`config.mk`:
```
export PLATFORM = sky130hd
export DESIGN_NAME = burst_requester
export DESIGN_NICKNAME = d
export VERILOG_FILES = /design/src/rtl/burst_requester.sv
export SDC_FILE = /design/constraint.sdc
export NUM_CORES = 1
export LEC_CHECK = 0
export CAP_MARGIN = 10
export CELL_PAD_IN_SITES_DETAIL_PLACEMENT = 0
export CELL_PAD_IN_SITES_GLOBAL_PLACEMENT = 2
export CORE_MARGIN = 4
export CORE_UTILIZATION = 41
export CTS_CLUSTER_DIAMETER = 40
export DETAILED_ROUTE_END_ITERATION = 8
export DONT_BUFFER_PORTS = 1
export HOLD_SLACK_MARGIN = 0.15
export PLACE_DENSITY = 0.92
export SYNTH_ARGS = -nofsm -noshare
export SYNTH_HDL_FRONTEND = slang
export SYNTH_SLANG_ARGS = --single-unit
```
`constraint.sdc`:
```
create_clock -name clock -period 6.83 [get_ports clock]
set_input_delay 1.366 -clock clock [delete_from_list [all_inputs] [get_ports clock]]
set_output_delay 1.366 -clock clock [all_outputs]
set_load 0.1 [all_outputs]
```
`src/rtl/burst_requester.sv`:
```
// Two-client burst requester: each client parks one burst command, requests the shared
// beat bus through an external two-way arbiter, and streams address beats once granted.
module burst_requester (
  input  logic       clock,
  input  logic       reset,
  input  logic       cmd0_valid,
  input  logic [3:0] cmd0_len,
  input  logic [7:0] cmd0_addr,
  output logic       cmd0_ready,
  input  logic       cmd1_valid,
  input  logic [3:0] cmd1_len,
  input  logic [7:0] cmd1_addr,
  output logic       cmd1_ready,
  output logic       req_0,
  output logic       req_1,
  input  logic       gnt_0,
  input  logic       gnt_1,
  output logic       beat_valid,
  input  logic       beat_ready,
  output logic       beat_id,
  output logic [7:0] beat_addr,
  output logic       beat_last,
  output logic       done_0,
  output logic       done_1,
  output logic       grant_err
);

  logic [1:0] pend;
  logic [1:0] done;
  logic [3:0] len  [2];
  logic [3:0] cnt  [2];
  logic [7:0] base [2];

  logic [1:0] cmd_valid;
  logic [3:0] cmd_len  [2];
  logic [7:0] cmd_addr [2];
  logic [1:0] active;
  logic       both_gnt;
  logic       illegal;
  logic       sel;

  assign cmd_valid   = {cmd1_valid, cmd0_valid};
  assign cmd_len[0]  = cmd0_len;
  assign cmd_len[1]  = cmd1_len;
  assign cmd_addr[0] = cmd0_addr;
  assign cmd_addr[1] = cmd1_addr;

  assign cmd0_ready = !pend[0];
  assign cmd1_ready = !pend[1];
  assign req_0      = pend[0];
  assign req_1      = pend[1];
  assign done_0     = done[0];
  assign done_1     = done[1];

  // A double grant is never honoured; a grant to an idle client is simply ignored.
  assign both_gnt  = gnt_0 && gnt_1;
  assign active[0] = gnt_0 && pend[0] && !both_gnt;
  assign active[1] = gnt_1 && pend[1] && !both_gnt;
  assign illegal   = both_gnt || (gnt_0 && !pend[0]) || (gnt_1 && !pend[1]);

  always_comb begin
    sel        = active[1];
    beat_valid = active[0] || active[1];
    beat_id    = sel;
    beat_addr  = base[sel] + {4'h0, cnt[sel]};
    beat_last  = (cnt[sel] == len[sel]);
  end

  always_ff @(posedge clock or negedge reset) begin
    if (!reset) begin
      pend      <= '0;
      done      <= '0;
      grant_err <= 1'b0;
      for (int i = 0; i < 2; i++) begin
        len[i]  <= '0;
        cnt[i]  <= '0;
        base[i] <= '0;
      end
    end else begin
      for (int i = 0; i < 2; i++) begin
        if (cmd_valid[i] && !pend[i]) begin
          pend[i] <= 1'b1;
          len[i]  <= cmd_len[i];
          base[i] <= cmd_addr[i];
          cnt[i]  <= '0;
        end else if (active[i] && beat_ready) begin
          if (cnt[i] == len[i]) begin
            pend[i] <= 1'b0;
            cnt[i]  <= '0;
          end else begin
            cnt[i] <= cnt[i] + 4'd1;
          end
        end
        done[i] <= active[i] && beat_ready && (cnt[i] == len[i]);
      end
      if (illegal) begin
        grant_err <= 1'b1;
      end
    end
  end

endmodule

```
# ---- Word-level counts from Yosys, hierarchy flattened
# Cells that the tools add are included.
dict set report word_totals {
  regBits 37
  rom_bits 0
  wordCells 64
  latchBits 0
  n_memories 0
  out_inout_bits 18
  in_bits 31
  ram_bits 0
}
dict set report classes {
  addsub 3
  bitwise_logic 1
  shifts 0
  n_reduce_logical 25
  muxes 21
  div 0
  magnitude_cmp 1
  eq_ne 3
  multipliers 0
}
# operator count
set ops {}
lappend ops {{4-bit 2-to-1 mux} 12}
lappend ops {{8-bit 2-to-1 mux} 3}
lappend ops {{1-bit logical AND} 13}
lappend ops {{4-bit equality test} 3}
lappend ops {{4-bit by 1-bit adder with 4-bit output (second input constant)} 2}
lappend ops {{8-bit by 4-bit adder with 8-bit output} 1}
lappend ops {{2-bit nonzero test} 4}
lappend ops {{1-bit 2-to-1 mux} 6}
lappend ops {{2-bit AND reduction} 2}
lappend ops {{1-bit logical NOT} 3}
lappend ops {{1-bit logical OR} 3}
lappend ops {{2-bit greater-or-equal comparator (second input constant)} 1}
lappend ops {{1-bit NOT with 2-bit output} 1}

# ---- Depth between registers and ports, before layout
# Gate-level depths: netlist of run 1.
dict set report depth {
  ltp_word 8
  depth_mapped 13
  mapped_depth_nobuf 12
}

# ---- Worst setup path before layout of run 1
# Ideal clock, no wire load.
dict set report synth_path {
  kind {input -> output}
  start {input gnt_0}
  end {output beat_addr[6]}
  arrival_time_ns 5.028
  path_buffers 1
  path_stages 13
  slack_ns 0.436
  required_ns 5.464
  path_cell_list {nand3b_4 -> inv_2 -> buf_2 -> nand2_1 -> nand2_1 -> ha_1 -> inv_1 -> fa_1 -> nor2b_1 -> o21ai_0 -> a21oi_1 -> xnor2_1 -> mux2i_1}
}
dict set report synth_via {
  elab_chain_len 8
  word_cells_on_any_way 11
  classes_between {1 x add/sub; 6 x mux; 1 x bitwise; 3 x reduce/logical}
}
# element line_no
set synth_lines {}
lappend synth_lines {{start, declared} 16} ;# input logic gnt_0,
lappend synth_lines {{1-bit logical AND (*)} 56} ;# assign both_gnt = gnt_0 && gnt_1;
lappend synth_lines {{1-bit logical NOT (*)} 58} ;# assign active[1] = gnt_1 && pend[1] && !both_gnt;
lappend synth_lines {{1-bit logical AND (*)} 58}
lappend synth_lines {{net beat_id} 20} ;# output logic beat_id,
lappend synth_lines {{1-bit NOT with 2-bit output (not written as such) (*)} 65} ;# beat_addr = base[sel] + {4'h0, cnt[sel]};
lappend synth_lines {{8-bit 2-to-1 mux (not written as such) / 4-bit 2-to-1 mux (equally long branches) (3 in a row)} 65}
lappend synth_lines {{8-bit by 4-bit adder with 8-bit output (*)} 65}
lappend synth_lines {{end, declared} 21} ;# output logic [7:0] beat_addr,
# The timed path passes the listed nets; every way through them passes the cells marked *. The select of a mux whose other input is x is not followed.

# ---- Worst setup path after layout of run 1
dict set report layout_path {
  start {register pend[1]}
  end {output beat_addr[6]}
}
dict set report layout_via {
  elab_chain_len 7
  word_cells_on_any_way 10
  classes_between {1 x add/sub; 6 x mux; 1 x bitwise; 2 x reduce/logical}
}
# element line_no
set layout_lines {}
lappend layout_lines {{start, declared} 28} ;# logic [1:0] pend;
lappend layout_lines {{start signal, assigned} 71} ;# pend <= '0;
lappend layout_lines {{start signal, assigned by index} 82} ;# pend[i] <= 1'b1;
lappend layout_lines {{start signal, assigned by index} 88} ;# pend[i] <= 1'b0;
lappend layout_lines {{1-bit logical AND (*) (2 in a row)} 58}
lappend layout_lines {{net beat_id} 20}
lappend layout_lines {{1-bit NOT with 2-bit output (not written as such) (*)} 65}
lappend layout_lines {{8-bit 2-to-1 mux (not written as such) / 4-bit 2-to-1 mux (equally long branches) (3 in a row)} 65}
lappend layout_lines {{8-bit by 4-bit adder with 8-bit output (*)} 65}
# Marks and branches as above.

==> run_results.csv, run 1 <==
group,metric,value,unit
floorplanning,ioPinCount,49,
clocking,clk_pin_slew,70,ps
grt,grt_pass1_vias,1459,
logic_synthesis,synth_cell_types,35,
logic_synthesis,async_flop_share,1.000,
min_path,hold_path_class,"reg -> reg",
logic_synthesis,yosys.area_share.simple,0.1680,
logic_synthesis,ys_seq_elements,37,
drt,first_iter_violations,85,
logic_synthesis,synth_edf_count,0,
floorplanning,design.core.area,0.004786,mm²
drt,drtPass1Iterations,4,
critical_path,worstPathArrival,4010,ps
final_layout,syn_to_final_growth,12.60,%
logic_synthesis,synth_top_family_by_area,"simple AND/OR/NAND/NOR gates",
final_layout,fin_cells,280,
clocking,numCtsBuffers,5,
grt,grt.overflow.total,0,
floorplanning,die_h,78.81,µm
grt,grt_usage,0.1504,
drt,final_antenna_net_count,0,
critical_path,reg2reg_slack,4090,ps
timing,setup_viol,0,
logic_synthesis,syn_area_per_cell,10.13,µm²
final_layout,design_area,0.002315,mm²
clocking,cts-root-buf,"clkbuf_8",
drt,drc,0,
timing,relSlewSlack,0.2313,
clocking,cts_tree,"yes",
run,max-cap-violations,0,
logic_synthesis,synthCells,203,
timing,clock_skew,4.275,ps
logic_synthesis,yosysTopAreaCell,"dfrtp_1",
logic_synthesis,synth_commonest_cells,"42 x nand2_1, 37 x dfrtp_1, 24 x mux2_2",
timing,totalNegativeSetupSlack,0,ps
final_layout,diodes,0,
final_layout,drive_gt1_frac,0.2207,
critical_path,worst_setup_path_start_kind,"flop",
placement,place_area,0.002198,mm²
placement,gp_congestion,0.7793,
grt,grt_max_degree,38,
timing,hold_viol,0,
timing,grt_setup_unrepaired,"false",
drt,routed_wl,4225,µm
logic_synthesis,yosys.cell_count.top_type,"nand2_1",
timing,final_max_slew_viol_count,0,
logic_synthesis,synth_xor_area_frac,0.07243,
outcome,outcome,"finished, final reports clean",
logic_synthesis,muxShareOfSynthArea,0.1509,
critical_path,path_class,"reg -> out",
placement,io_buffers,0,
critical_path,cp_data_required_time,5460,ps
timing,tightest_slew,1151,ps
grt,grt_pass1_wl,7176,µm
clocking,cts_sinks,37,
placement,hpwl,3208,µm
clocking,clock_latency,280,ps
timing,max_freq,0.1859,GHz
logic_synthesis,yosys_warnings,0,
drt,viasPerCell,5.118,
floorplanning,initial_core_util,0.4295,
logic_synthesis,synthAdderAreaFrac,0.04626,
logic_synthesis,synth_nets,241,
timing,fin_crit,5379,ps
drt,wire_per_inst,15.09,µm
final_layout,num-nets-final,250,
floorplanning,die_w,78.81,µm
clocking,postCtsHoldBufs,0,
logic_synthesis,synth_seq_area_share,0.4504,
floorplanning,die-area,0.006211,mm²
drt,vias,1433,
timing,fin_crit_sh,0.7876,
clocking,htreeDepth,2,
clocking,cts_resized,0,
logic_synthesis,synth_area_leaders,"dfrtp_1 45%, mux2_2 13%, nand2_1 7.7%, xor2_1 5.5%, ha_1 3.7%",
critical_path,end_kind,"output pin",
floorplanning,num_rows,25,
logic_synthesis,synth_compound_area_frac,0.08278,
logic_synthesis,ys.flop_type,"dfrtp_1",
clocking,cts_setup_buffers,0,
placement,place_inst,272,
clocking,cts.path.max_buffers,2,
logic_synthesis,netlist_area,0.002056,mm²
grt,antenna_found_initial,0,
logic_synthesis,netlist.area_leader.share,0.4504,
critical_path,path_max_fanout,16,
## cells by family after synthesis
group,count (synthesis)
AOI/OAI and AO/OA,27
and+or+nand+nor,72
DFF,37
muxes,28
adders and majority gates,7
xor gates and xnor gates,17
buffers and inverters,15
## worst max-delay path, cell delays in order (launching register included)
cell and delay [ps]:
dfrtp_1 1020, nand3b_4 370, inv_2 150, buf_4 390, nand2_1 90, nand2_1 90
inv_1 60, fa_1 470, nor2b_1 120, o21ai_0 160, a21oi_1 230, xnor2_1 90
mux2i_2 140, buf_4 310
## final timing paths
kind / startpoint / to / cells after the start
max in group asynchronous: reset / base[3] / 0
min in group asynchronous: reset / cnt[1] / 0
min reg2reg: base[8] / base[8] / 1
max: pend[1] / beat_addr[6] / 13
min: base[8] / base[8] / 1
max reg2reg: pend[1] / cnt[3] / 7
## sequential cells by signal (all words and copies together), names as in the netlist
register / cells
cnt: 8
base: 16
pend: 2
done: 2
len: 8
grant_err: 1
## layout make-up
class	instances	area, µm²
Fill cell	474	2471
Multi-Input combinational cell	151	1099
Sequential cell	37	925.9
Clock buffer	7	86.33
Tap cell	67	83.83
Timing Repair Buffer	7	52.55
Inverter	10	37.54
Clock inverter	1	30.03
## placed cells by master, fill, tap and decap left out, drive strengths merged
master and n:
nor2 11, a21o 1, nor2b 3, a21oi 7, o211ai 2, xnor2 4
o21ai 9, nand4 3, mux2 24, fa 1, mux2i 4, nor3b 1
and3 2, buf 7, a211o 2, nor3 4, a32o 1, dfrtp 37
clkbuf 7, nand3 1, a31oi 1, xor2 13, nor4 2, nand4b 1
inv 10, bufinv 1, a211oi 1, o211a 1, o21bai 1, a41oi 1
ha 6, nand3b 2, nand2 42
## metal layers
layer	vias to the layer above	track usage	routed length (µm)
met2	33	0.2250	1922
li1	715	-	-
met4	0	0.04124	21
met5	-	0	0
met1	683	0.2061	2064
met3	2	0.05442	216
## per-stage QoR
stage | hold slack (ps) | worst slack (ps) | util
3_3_place_gp | 494.4 | 1593 | 0.4593
3_5_place_dp | 501.4 | 1521 | 0.4593
6_report | 515.6 | 1451 | 0.4837
5_1_grt | 532.9 | 1170 | 0.4837
4_1_cts | 518.5 | 1438 | 0.4837
2_1_floorplan | 480.6 | 435.7 | -
Power of run 1 is left out: the tool's default activity adds up to more than one toggle a clock period on the data nets, which glitch-free logic cannot reach.
==> run 2: changes to the inputs <==
CORE_UTILIZATION = 39   (was 41)
PLACE_DENSITY = 0.89   (was 0.92)
clock period = 5.2 ns   (was 6.83 ns; I/O delays follow)
==> run 2 against run 1 <==
Net effect: sequential share of layout area decreased by 0.78 points; first-iteration DRC count decreased by 41%; critical path depth unchanged; final cell count increased by 2.5%; routed wire length increased by 0.38%; design area increased by 2.0%; setup slack got worse by 760 ps; sequential cell count unchanged; non-clock buffer count increased by 4; utilization decreased by 2.1 points; hold slack got worse by 73 ps; critical path type is now in -> out; largest cell class unchanged.
==> run_results.csv, run 2 (synthesis gave the netlist of run 1 again) <==
group,metric,value,unit
timing,clock_skew,7.820,ps
timing,fin_crit,4513,ps
final_layout,fill_cells,488,
final_layout,design_area,0.002361,mm²
floorplanning,num_rows,26,
floorplanning,ioPinCount,49,
critical_path,worstPathArrival,3470,ps
clocking,cts.path.max_buffers,2,
clocking,cts_sinks,37,
clocking,postCtsHoldBufs,0,
placement,place_area,0.002237,mm²
run,max-cap-violations,0,
placement,hpwl,3275,µm
final_layout,largest_reg_flops,16,
clocking,clock_latency,280,ps
timing,fin_crit_sh,0.8680,
outcome,outcome,"finished, final reports clean",
timing,max_freq,0.2216,GHz
clocking,cts_tree,"yes",
drt,drtPass1Iterations,4,
critical_path,path_class,"in -> out",
clocking,cts_setup_buffers,0,
clocking,cts_resized,0,
grt,grt_pass1_vias,1494,
clocking,numCtsBuffers,5,
final_layout,layout_commonest_cell,"nand2_1",
final_layout,reg_top3,"base x16, cnt x8, len x8",
placement,dpl_worst_slack,687.7,ps
timing,hold_viol,0,
floorplanning,die_w,80.60,µm
grt,grt_pass1_wl,7424,µm
timing,setup_slack,686.5,ps
min_path,hold_path_class,"in -> async",
final_layout,diodes,0,
final_layout,num-nets-final,254,
clocking,cts-root-buf,"clkbuf_8",
timing,setup_viol,0,
critical_path,end_kind,"output pin",
floorplanning,die_h,80.60,µm
final_layout,multi_input_area,0.001099,mm²
drt,first_iter_violations,50,
grt,grt.overflow.total,0,
clocking,htreeDepth,2,
grt,antenna_found_initial,0,
placement,gp_congestion,0.8586,
placement,io_buffers,0,
floorplanning,die-area,0.006496,mm²
floorplanning,design.core.area,0.005107,mm²
timing,tightest_slew,1100,ps
drt,viasPerCell,5.108,
final_layout,drive_gt1_frac,0.2350,
final_layout,final_cell_mix,"42 x nand2_1, 37 x dfrtp_1, 24 x mux2_2",
critical_path,path_max_fanout,16,
drt,wire_per_inst,14.78,µm
drt,final_antenna_net_count,0,
grt,grt_max_degree,38,
drt,routed_wl,4241,µm
final_layout,syn_to_final_growth,14.85,%
floorplanning,initial_core_util,0.4025,
critical_path,cp_data_required_time,4160,ps
timing,final_max_slew_viol_count,0,
clocking,clk_pin_slew,70,ps
critical_path,reg2reg_slack,2900,ps
drt,vias,1466,
final_layout,seq_area,925.9,µm²
timing,relSlewSlack,0.2666,
critical_path,worst_setup_path_start_kind,"input pin",
final_layout,top_register,"base",
drt,drc,0,
timing,grt_setup_unrepaired,"false",
final_layout,final_util,0.4623,
grt,grt_usage,0.1496,
## run 2: cell count changes in the layout (fill, tap and decap cells not counted), sizes merged
cell	before	now
buf	7	11
## run 2: cell type report
class | count | share of cell area
inverters | 10 | 0.01590
repair buffers | 11 | 0.04028
well taps | 70 | 0.03710
flip-flops and latches | 37 | 0.3922
clock buffers | 7 | 0.03657
clock inverters | 1 | 0.01272
multi-input cells | 151 | 0.4653
## run 2: routing by layer
| layer | vias to the layer above | share of wire | global-route usage |
|---|---|---|---|
| met1 | 706 | 0.46 | 0.1944 |
| met4 | 0 | 0.012 | 0.05068 |
| met2 | 34 | 0.46 | 0.2252 |
| met5 | - | 0 | 0 |
| li1 | 721 | - | - |
| met3 | 5 | 0.065 | 0.05942 |
## run 2: per-stage QoR
| step | std cells | TNS [ps] | hold WS [ps] |
|---|---|---|---|
| final | 287 | 0 | 442.9 |
| after detailed placement | 278 | 0 | 496.7 |
| after CTS | 286 | 0 | 426.9 |
| after floorplan | 203 | -65.10 | 480.6 |
| after global placement | 278 | 0 | 493.6 |
| after global routing | 287 | 0 | 416.2 |
## run 2: critical path, stage by stage
cell and delay [ps]:
nand3b_4 260, inv_2 290, nand2_1 100, nand2_1 80, ha_1 200, inv_1 70
fa_1 420, nor2b_1 130, o21ai_0 150, a21oi_1 220, xnor2_1 100, mux2i_2 220
buf_12 210
## run 2: final timing paths
| check | startpoint | to | cells after the start |
|---|---|---|---|
| min in group clock | base[2] | base[2] | 1 |
| worst min-delay path | reset | len[2] | 0 |
| worst max-delay path | gnt_0 | beat_addr[6] | 13 |
| worst min register to register | base[2] | base[2] | 1 |
| worst max register to register | pend[1] | cnt[3] | 8 |
| max in group asynchronous | reset | base[14] | 0 |
Power of run 2 is left out for the same reason.
==> run 3: changes to the inputs <==
CAP_MARGIN = 20   (was 10)
clock period = 4.7 ns   (was 5.2 ns; I/O delays follow)
==> run 3 against run 2 <==
Net effect: design area grew 3.5%; clock skew shrank 5.0 ps; die area is the same; utilization grew 1.6 points; clock-buffer cell count shrank 2; first-iteration DRC count is the same; via count grew 1.8%; sequential cell count is the same; global-route usage grew 0.15 points; final cell count grew 0.70%; sequential share of layout area shrank 1.3 points; non-clock buffer count grew 2; critical path type unchanged; critical endpoint is now beat_addr[5]; highest routed layer unchanged.
==> run_results.csv, run 3 (synthesis gave the netlist of run 1 again) <==
group,metric,value,unit
outcome,outcome,"finished, final reports clean",
clocking,cts_sinks,37,
floorplanning,initial_core_util,0.4025,
final_layout,largest_reg_flops,16,
timing,fin_crit_sh,0.8872,
placement,io_buffers,0,
clocking,cts_setup_buffers,0,
timing,max_freq,0.2398,GHz
critical_path,endpoint,"beat_addr[5]",
critical_path,r2r_cells,3,
timing,relSlewSlack,0.2646,
timing,clock_skew,2.792,ps
clocking,cts.path.max_buffers,2,
final_layout,diodes,0,
drt,viasPerCell,5.166,
critical_path,r2r-end,"grant_err",
floorplanning,die-area,0.006496,mm²
final_layout,num-nets-final,256,
critical_path,end_kind,"output pin",
final_layout,top_register,"base",
clocking,clock_latency,290,ps
critical_path,path_max_fanout,16,
drt,drt-met1-wl,2026,µm
placement,gp_congestion,0.8332,
drt,final_antenna_net_count,0,
critical_path,reg2reg_from,"pend[0]",
timing,fin_crit,4170,ps
timing,hold_viol,0,
floorplanning,ioPinCount,49,
drt,dr_wl_met2,1991,µm
final_layout,final_util,0.4784,
final_layout,syn_to_final_growth,18.87,%
drt,wl_met3,241,µm
final_layout,drive_gt1_frac,0.2466,
clocking,cts_resized,0,
drt,wire_per_inst,14.97,µm
grt,grt_pass1_vias,1524,
floorplanning,num_rows,26,
grt,antenna_found_initial,0,
critical_path,worst_setup_path_start_kind,"input pin",
drt,top_layer_used,"met4",
critical_path,worstPathArrival,3230,ps
clocking,cts-root-buf,"clkbuf_8",
critical_path,path_class,"in -> out",
drt,vias,1493,
drt,drc,0,
grt,grt_pass1_wl,7424,µm
critical_path,reg2reg_slack,2480,ps
placement,hpwl,3328,µm
min_path,hold_path_class,"in -> async",
timing,tightest_slew,1103,ps
clocking,clk_pin_slew,70,ps
floorplanning,die_h,80.60,µm
drt,routed_wl,4325,µm
clocking,numCtsBuffers,5,
run,max-cap-violations,0,
final_layout,final_cell_mix,"42 x nand2_1, 37 x dfrtp_1, 24 x mux2_2",
timing,setup_viol,0,
floorplanning,die_w,80.60,µm
drt,drtPass1Iterations,4,
grt,grt_max_degree,38,
floorplanning,design.core.area,0.005107,mm²
final_layout,layout_commonest_cell,"nand2_1",
grt,grt.overflow.total,0,
grt,grt_usage,0.1511,
critical_path,worstSetupStartpoint,"gnt_0",
final_layout,fill_cells,473,
clocking,cts_tree,"yes",
clocking,postCtsHoldBufs,0,
timing,grt_setup_unrepaired,"false",
critical_path,cp_data_required_time,3760,ps
timing,final_max_slew_viol_count,0,
clocking,htreeDepth,2,
drt,first_iter_violations,50,
final_layout,reg_top3,"base x16, cnt x8, len x8",
run 3: cell types whose count changed in the layout (fill, tap and decap cells not counted):
cell,delta
buf_12,+4
buf_4,-2
bufinv_16,+1
clkbuf_1,-1
clkbuf_8,-1
clkinv_2,+1
run 3: cell type report:
type / instances / area [µm²] / area share
multi-input combinational: 151 / 1099 / 0.4496
sequential: 37 / 925.9 / 0.3789
timing repair buffer: 13 / 160.2 / 0.06554
tap: 70 / 87.58 / 0.03584
clock buffer: 5 / 68.82 / 0.02816
clock inverter: 3 / 65.06 / 0.02663
inverter: 10 / 37.54 / 0.01536
run 3: routing by layer:
layer / track usage / vias up
met1: 0.1972 / 721
met2: 0.2326 / 36
met5: 0 / -
met3: 0.05045 / 5
met4: 0.05405 / 0
li1: - / 731
run 3: worst min-delay path by stage:
stage / from / end / slack, ps
2_1_floorplan: base[10] / base[10] / 480
3_3_place_gp: base[0] / base[0] / 500
3_5_place_dp: base[0] / base[0] / 500
4_1_cts: reset / len[4] / 330
5_1_grt: reset / cnt[4] / 320
6_report: reset / done[1] / 340
run 3: per-stage QoR:
step / hold slack, ps / setup TNS, ps / setup WS, ps / cells / instance area (µm²)
floorplan: 480.6 / -689.0 / -420.9 / 203 / 2081
global placement: 496.2 / 0 / 562.3 / 280 / 2302
detailed placement: 502.5 / 0 / 515.0 / 280 / 2302
CTS: 325.6 / 0 / 512.6 / 288 / 2436
global route: 316.1 / 0 / 247.6 / 289 / 2444
finish: 336.0 / 0 / 530.3 / 289 / 2444
run 3: worst max-delay path, stage by stage:
cell and delay [ps]:
nand3b_4 250, inv_2 230, buf_4 370, nand2_1 140, nand2_1 100, ha_1 270, o211a_1 170, o21ai_0 210
xor2_1 110, mux2i_2 230, buf_12 210
Power of run 3 is left out for the same reason.
==> variant 1 (config.mk and constraints of run 1) <==
Put one more register stage on the output `grant_err`, without a reset. The value now appears one clock later. The other outputs are not delayed to match.
--- a/src/rtl/burst_requester.sv
+++ b/src/rtl/burst_requester.sv
@@ -25,4 +25,6 @@
   output logic       grant_err
 );
+
+  logic grant_err_s0;
 
   logic [1:0] pend;
@@ -71,5 +73,5 @@
       pend      <= '0;
       done      <= '0;
-      grant_err <= 1'b0;
+      grant_err_s0 <= 1'b0;
       for (int i = 0; i < 2; i++) begin
         len[i]  <= '0;
@@ -95,9 +97,13 @@
       end
       if (illegal) begin
-        grant_err <= 1'b1;
+        grant_err_s0 <= 1'b1;
       end
     end
   end
 
+  always_ff @(posedge clock) begin
+    grant_err <= grant_err_s0;
+  end
+
 endmodule
 
Behaviour: not the same (Yosys sat finds a counterexample within 4 cycles, from zero or initial values and one cycle with reset low).
==> variant 1 against run 1 <==
- sequential cell count grew 1
- clock skew up 3.4 ps
- design area grew 0.43%
- area after synthesis rose by 1.3%
- routed wire length increased by 5.1%
- core utilization down 0.11 points
- worst setup slack lost 170 ps
- largest cell class unchanged
Power is not shown: default switching activity piles up to over one toggle a cycle in this logic, so the estimate is an artifact.
==> variant 1: results (changes against run 1) <==
Outcome
  • Status: complete, no violations

Critical path
  • CP max FO: 17 (+1)
  • Critical Path AT: 4190 ps (+180 ps)

Detailed routing
  • DR iter-0 viols: 117 (+38%)
  • DRT Wirelength: 4440 um (+5.1%)
  • Vias per cell: 5.09 (-0.57%)

Finish
  • Fin nets: 275 (+10%)
  • Share of cells above drive strength 1: 0.160 (-0.0610)

Synthesis
  • Synth Net Count: 266 (+10%)
  • Adder-cell share of the synthesized area: 0.0456 (-0.000611)
  • Yosys cell types: 36 (+2.9%)
  • Seq/Total Area, Yosys: 0.454 (+0.00366)
  • Post-Synth XOR/XNOR Area: 0.0673 (-0.00516)
  • Area contributors post-synth: dfrtp_1 (44%), nand2_1 (13%), mux2_2 (6.5%)
  • Post-synthesis mux area share: 0.0841 (-0.0669)
  • Post-synth top cells: nand2_1 (74), dfrtp_1 (37), mux2_2 (12), xor2_1 (12), o21ai_0 (10)
  • Async SR Flop Fraction: 0.974 (-0.0263)
  • Synth Area in Compound Gates: 0.0847 (+0.00191)

Global routing
  • First-pass GRT wire length: 7670 um (+6.9%)
  • Tot GR Track Use: 0.157 (+0.00683)
  • Vias in the first global route: 1520 (+4.2%)

CTS
  • H-tree lvl count: 2 (unchanged)
  • Clock root buffer: clkbuf_8

STA
  • Clk_skew: 7.70 ps (+3.43 ps)
  • Worst-Margin Slew: 1090 ps (-57.4 ps)

Placement
  • Final HPWL DP: 3260 um (+1.6%)
  • Final Wtd Congestion: 0.849 (+8.9%)
[variant 1: per-layer routing]
layer  part of all wire  track usage  wire length [um]
met4              0.014       0.0498                62
met3              0.068       0.0635               301
met1               0.48        0.222              2150
met5                  0            0                 0
met2               0.43        0.218              1920
[variant 1: area by class of cell]
cell class | count | area (sq um)
clock buffer | 6 | 82.6
tap | 67 | 83.8
timing repair buffer | 8 | 60.1
clock inverter | 2 | 12.5
multi-input combinational | 176 | 1110
sequential | 38 | 946
fill | 490 | 2490
inverter | 8 | 30.0
[variant 1: final timing paths]
path,from,to,slack [ps],depth (start not counted)
max,gnt_0,beat_addr[6],1280,13
min,grant_err_s0,grant_err,380,0
max reg2reg,pend[0],cnt[4],4170,4
min reg2reg,grant_err_s0,grant_err,380,0
max in group asynchronous,reset,base[12],5980,0
min in group asynchronous,reset,cnt[1],760,0
[variant 1: worst max-delay path, stage by stage]
cell and delay, ps:
nand3b_4 260, inv_2 620, nand2_1 130, nand2_1 90
ha_1 190, inv_1 60, fa_1 420, nor2b_1 130
o21ai_0 140, a21oi_1 220, xnor2_1 100, mux2i_2 140
buf_4 310
[variant 1: cell families after synthesis]
logic type / after synthesis
AND/OR/NAND/NOR: 108
flip-flops: 38
AO/OA/AOI/OAI: 29
XOR/XNOR: 16
multiplexers: 16
buffers and inverters: 14
adder cells (fa/ha/maj): 7
[variant 1: per-stage QoR]
stage,area (sq um),util,worst slack [ps],cells,hold slack [ps]
after floorplan,2080,-,436,228,342
final,2320,0.483,1280,305,383
after detailed placement,2230,0.463,1280,297,367
after global placement,2230,0.463,1380,297,356
after CTS,2320,0.483,1270,305,390
after global routing,2320,0.483,1030,305,396
==> variant 2 (flow settings as in run 1) <==
Made on the original files. Make the reset (`reset`) synchronous in one clocked block.
--- a/src/rtl/burst_requester.sv
+++ b/src/rtl/burst_requester.sv
@@ -67,5 +67,5 @@
   end
 
-  always_ff @(posedge clock or negedge reset) begin
+  always_ff @(posedge clock) begin
     if (!reset) begin
       pend      <= '0;
Formal check against the unedited RTL: differs if reset is asserted again (counterexample within 4 cycles, from zero or initial values and one cycle with reset low); with reset held inactive, the same outputs for 4 cycles.
==> variant 2 against run 1 <==
- routed wire length is 4.4% lower
- critical endpoint unchanged
- area after synthesis is 1.0% lower
- final cell count is 1.8% lower
- sequential cell count stayed put
- worst setup slack worse by 150 ps
- design area is 0.59% higher
- maximum frequency is 2.8% lower
- register-to-register slack worse by 50 ps
- sequential share of layout area is 5.6 points higher
==> variant 2: results (changes against run 1) <==
Synthesis
  • Yosys cell types: 32 (-8.6%)
  • Post-synth top cells: nand2_1 (35), edfxtp_1 (32), and2_1 (25)
  • Synth Net Count: 234 (-2.9%)
  • Area contributors post-synth: edfxtp_1 (47%), and2_1 (7.7%), nand2_1 (6.5%)
  • Synth warn: 0 (unchanged)
  • Post-synth EDFFs: 32 (+32)
  • Async SR Flop Fraction: 0 (-1.00)
  • Seq/Total Area, Yosys: 0.522 (+0.0711)

Worst hold path
  • Worst Hold Class: reg2reg
  • Hold Crit Endpoint: cnt[0][3]
  • Worst Hold Launch: cnt[0][3]
  • Hold Path Cell Cnt: 2 (+1)

Detailed routing
  • Wire per inst: 14.7 um (-2.6%)
  • Pre-Repair DR Iteration Count: 4 (unchanged)
  • Vias per cell: 5.07 (-0.95%)
  • DR iter-0 viols: 63 (-26%)

Outcome
  • Status: complete, no violations

CTS
  • H-tree lvl count: 2 (unchanged)
  • Clock root buffer: clkbuf_8
  • Post-CTS Resized: 0 (unchanged)
  • Setup Fix Bufs, Post-CTS: 0 (unchanged)
  • CTS buffer count: 5 (unchanged)
  • Clk buf depth: 2 (unchanged)
  • Clock transition at path regs: 70 ps (about the same)
  • Worst-skew pair later-pin latency: 280 ps (about the same)

Finish
  • Share of cells above drive strength 1: 0.144 (-0.0764)
  • Largest regs: base: 16 flops, cnt: 8 flops, len: 8 flops
  • Antenna cells: 0 (unchanged)
  • Fin nets: 245 (-2.0%)

Pwr
  • Peak VDD IR: 127 uV
  • Int Pwr: 0.450 mW
  • Leak: 0.951 nW

Critical path
  • Worst reg2reg path depth: 5 (-2)
  • FF-to-FF setup slack: 4040 ps (-50 ps)
  • CP max FO: 17 (+1)
  • Reg2reg start: pend[0]
  • R2r endpoint: base[1][7]

Placement
  • Final HPWL DP: 3210 um (about the same)
  • Dpl ws: 1280 ps (-237 ps)
  • I/O Buffers: 0 (unchanged)
  • Final Wtd Congestion: 0.756 (-3.0%)

Global routing
  • Vias in the first global route: 1350 (-7.5%)
  • First-pass GRT wire length: 6740 um (-6.1%)
  • Tot GR Track Use: 0.143 (-0.00715)
  • Initial antenna violation count: 0 (unchanged)
  • Pin count of the biggest net entering global routing: 25 (-34%)

STA
  • Clk_skew: 5.34 ps (+1.07 ps)
  • Rel. slew slack: 0.331 (+0.0998)
==> variant 2: worst max-delay path, stage by stage <==
cell and delay, ps:
nand3b_4 270, inv_2 610, nand2_1 110, nand2_1 90, ha_1 190, inv_1 60, fa_1 430, nor2b_1 130
o21ai_0 130, a21oi_1 200, xnor2_1 90, mux2i_2 150, buf_4 320
==> variant 2: worst max path at each step <==
| stage | start | to | slack, ps |
|---|---|---|---|
| finish | gnt_0 | beat_addr[6] | 1300 |
| global route | gnt_0 | beat_addr[6] | 980 |
| CTS | gnt_0 | beat_addr[6] | 1270 |
| detailed placement | gnt_0 | beat_addr[6] | 1280 |
| global placement | gnt_0 | beat_addr[6] | 1380 |
| floorplan | gnt_0 | beat_addr[6] | 440 |
==> variant 2: logic make-up after synthesis <==
logic type | synth area share
AND/OR/NAND/NOR | 0.226
flip-flops | 0.522
multiplexers | 0.0246
adder cells (fa/ha/maj) | 0.0467
buffers and inverters | 0.0283
XOR/XNOR | 0.0775
AO/OA/AOI/OAI | 0.0756
==> variant 2: area by class of cell <==
class                   instances  area, sq um
well taps                      67         83.8
clock buffers                   5         68.8
clock inverters                 3         65.1
flip-flops and latches         37         1060
fillers                       455         2430
repair buffers                  9         67.6
multi-input cells             144          945
inverters                      10         37.5
==> variant 2: power groups by stage <==
stage | Sequential [mW] | Clock, mW | Combinational (mW)
after global routing | 0.288 | 0.239 | 0.169
final | 0.286 | 0.221 | 0.159
after floorplan | 0.289 | 0 | 0.129
after CTS | 0.286 | 0.226 | 0.159
after global placement | 0.290 | 0 | 0.157
after detailed placement | 0.291 | 0 | 0.159
==> variant 2: metrics by stage <==
| step | instance area [sq um] | std cells | power (mW) | hold WS, ps |
|---|---|---|---|---|
| after global routing | 2330 | 275 | 0.696 | 713 |
| after CTS | 2320 | 274 | 0.671 | 688 |
| final | 2330 | 275 | 0.665 | 684 |
| after floorplan | 2030 | 196 | 0.419 | 583 |
| after global placement | 2190 | 266 | 0.447 | 658 |
| after detailed placement | 2190 | 266 | 0.450 | 670 |
==> variant 2: metal layers <==
| layer | global-route usage | wire (um) | vias to the layer above |
|---|---|---|---|
| met5 | 0 | 0 | - |
| met4 | 0.0577 | 61 | 0 |
| met3 | 0.0459 | 263 | 5 |
| met2 | 0.217 | 1900 | 41 |
| met1 | 0.189 | 1820 | 652 |
| li1 | - | - | 696 |
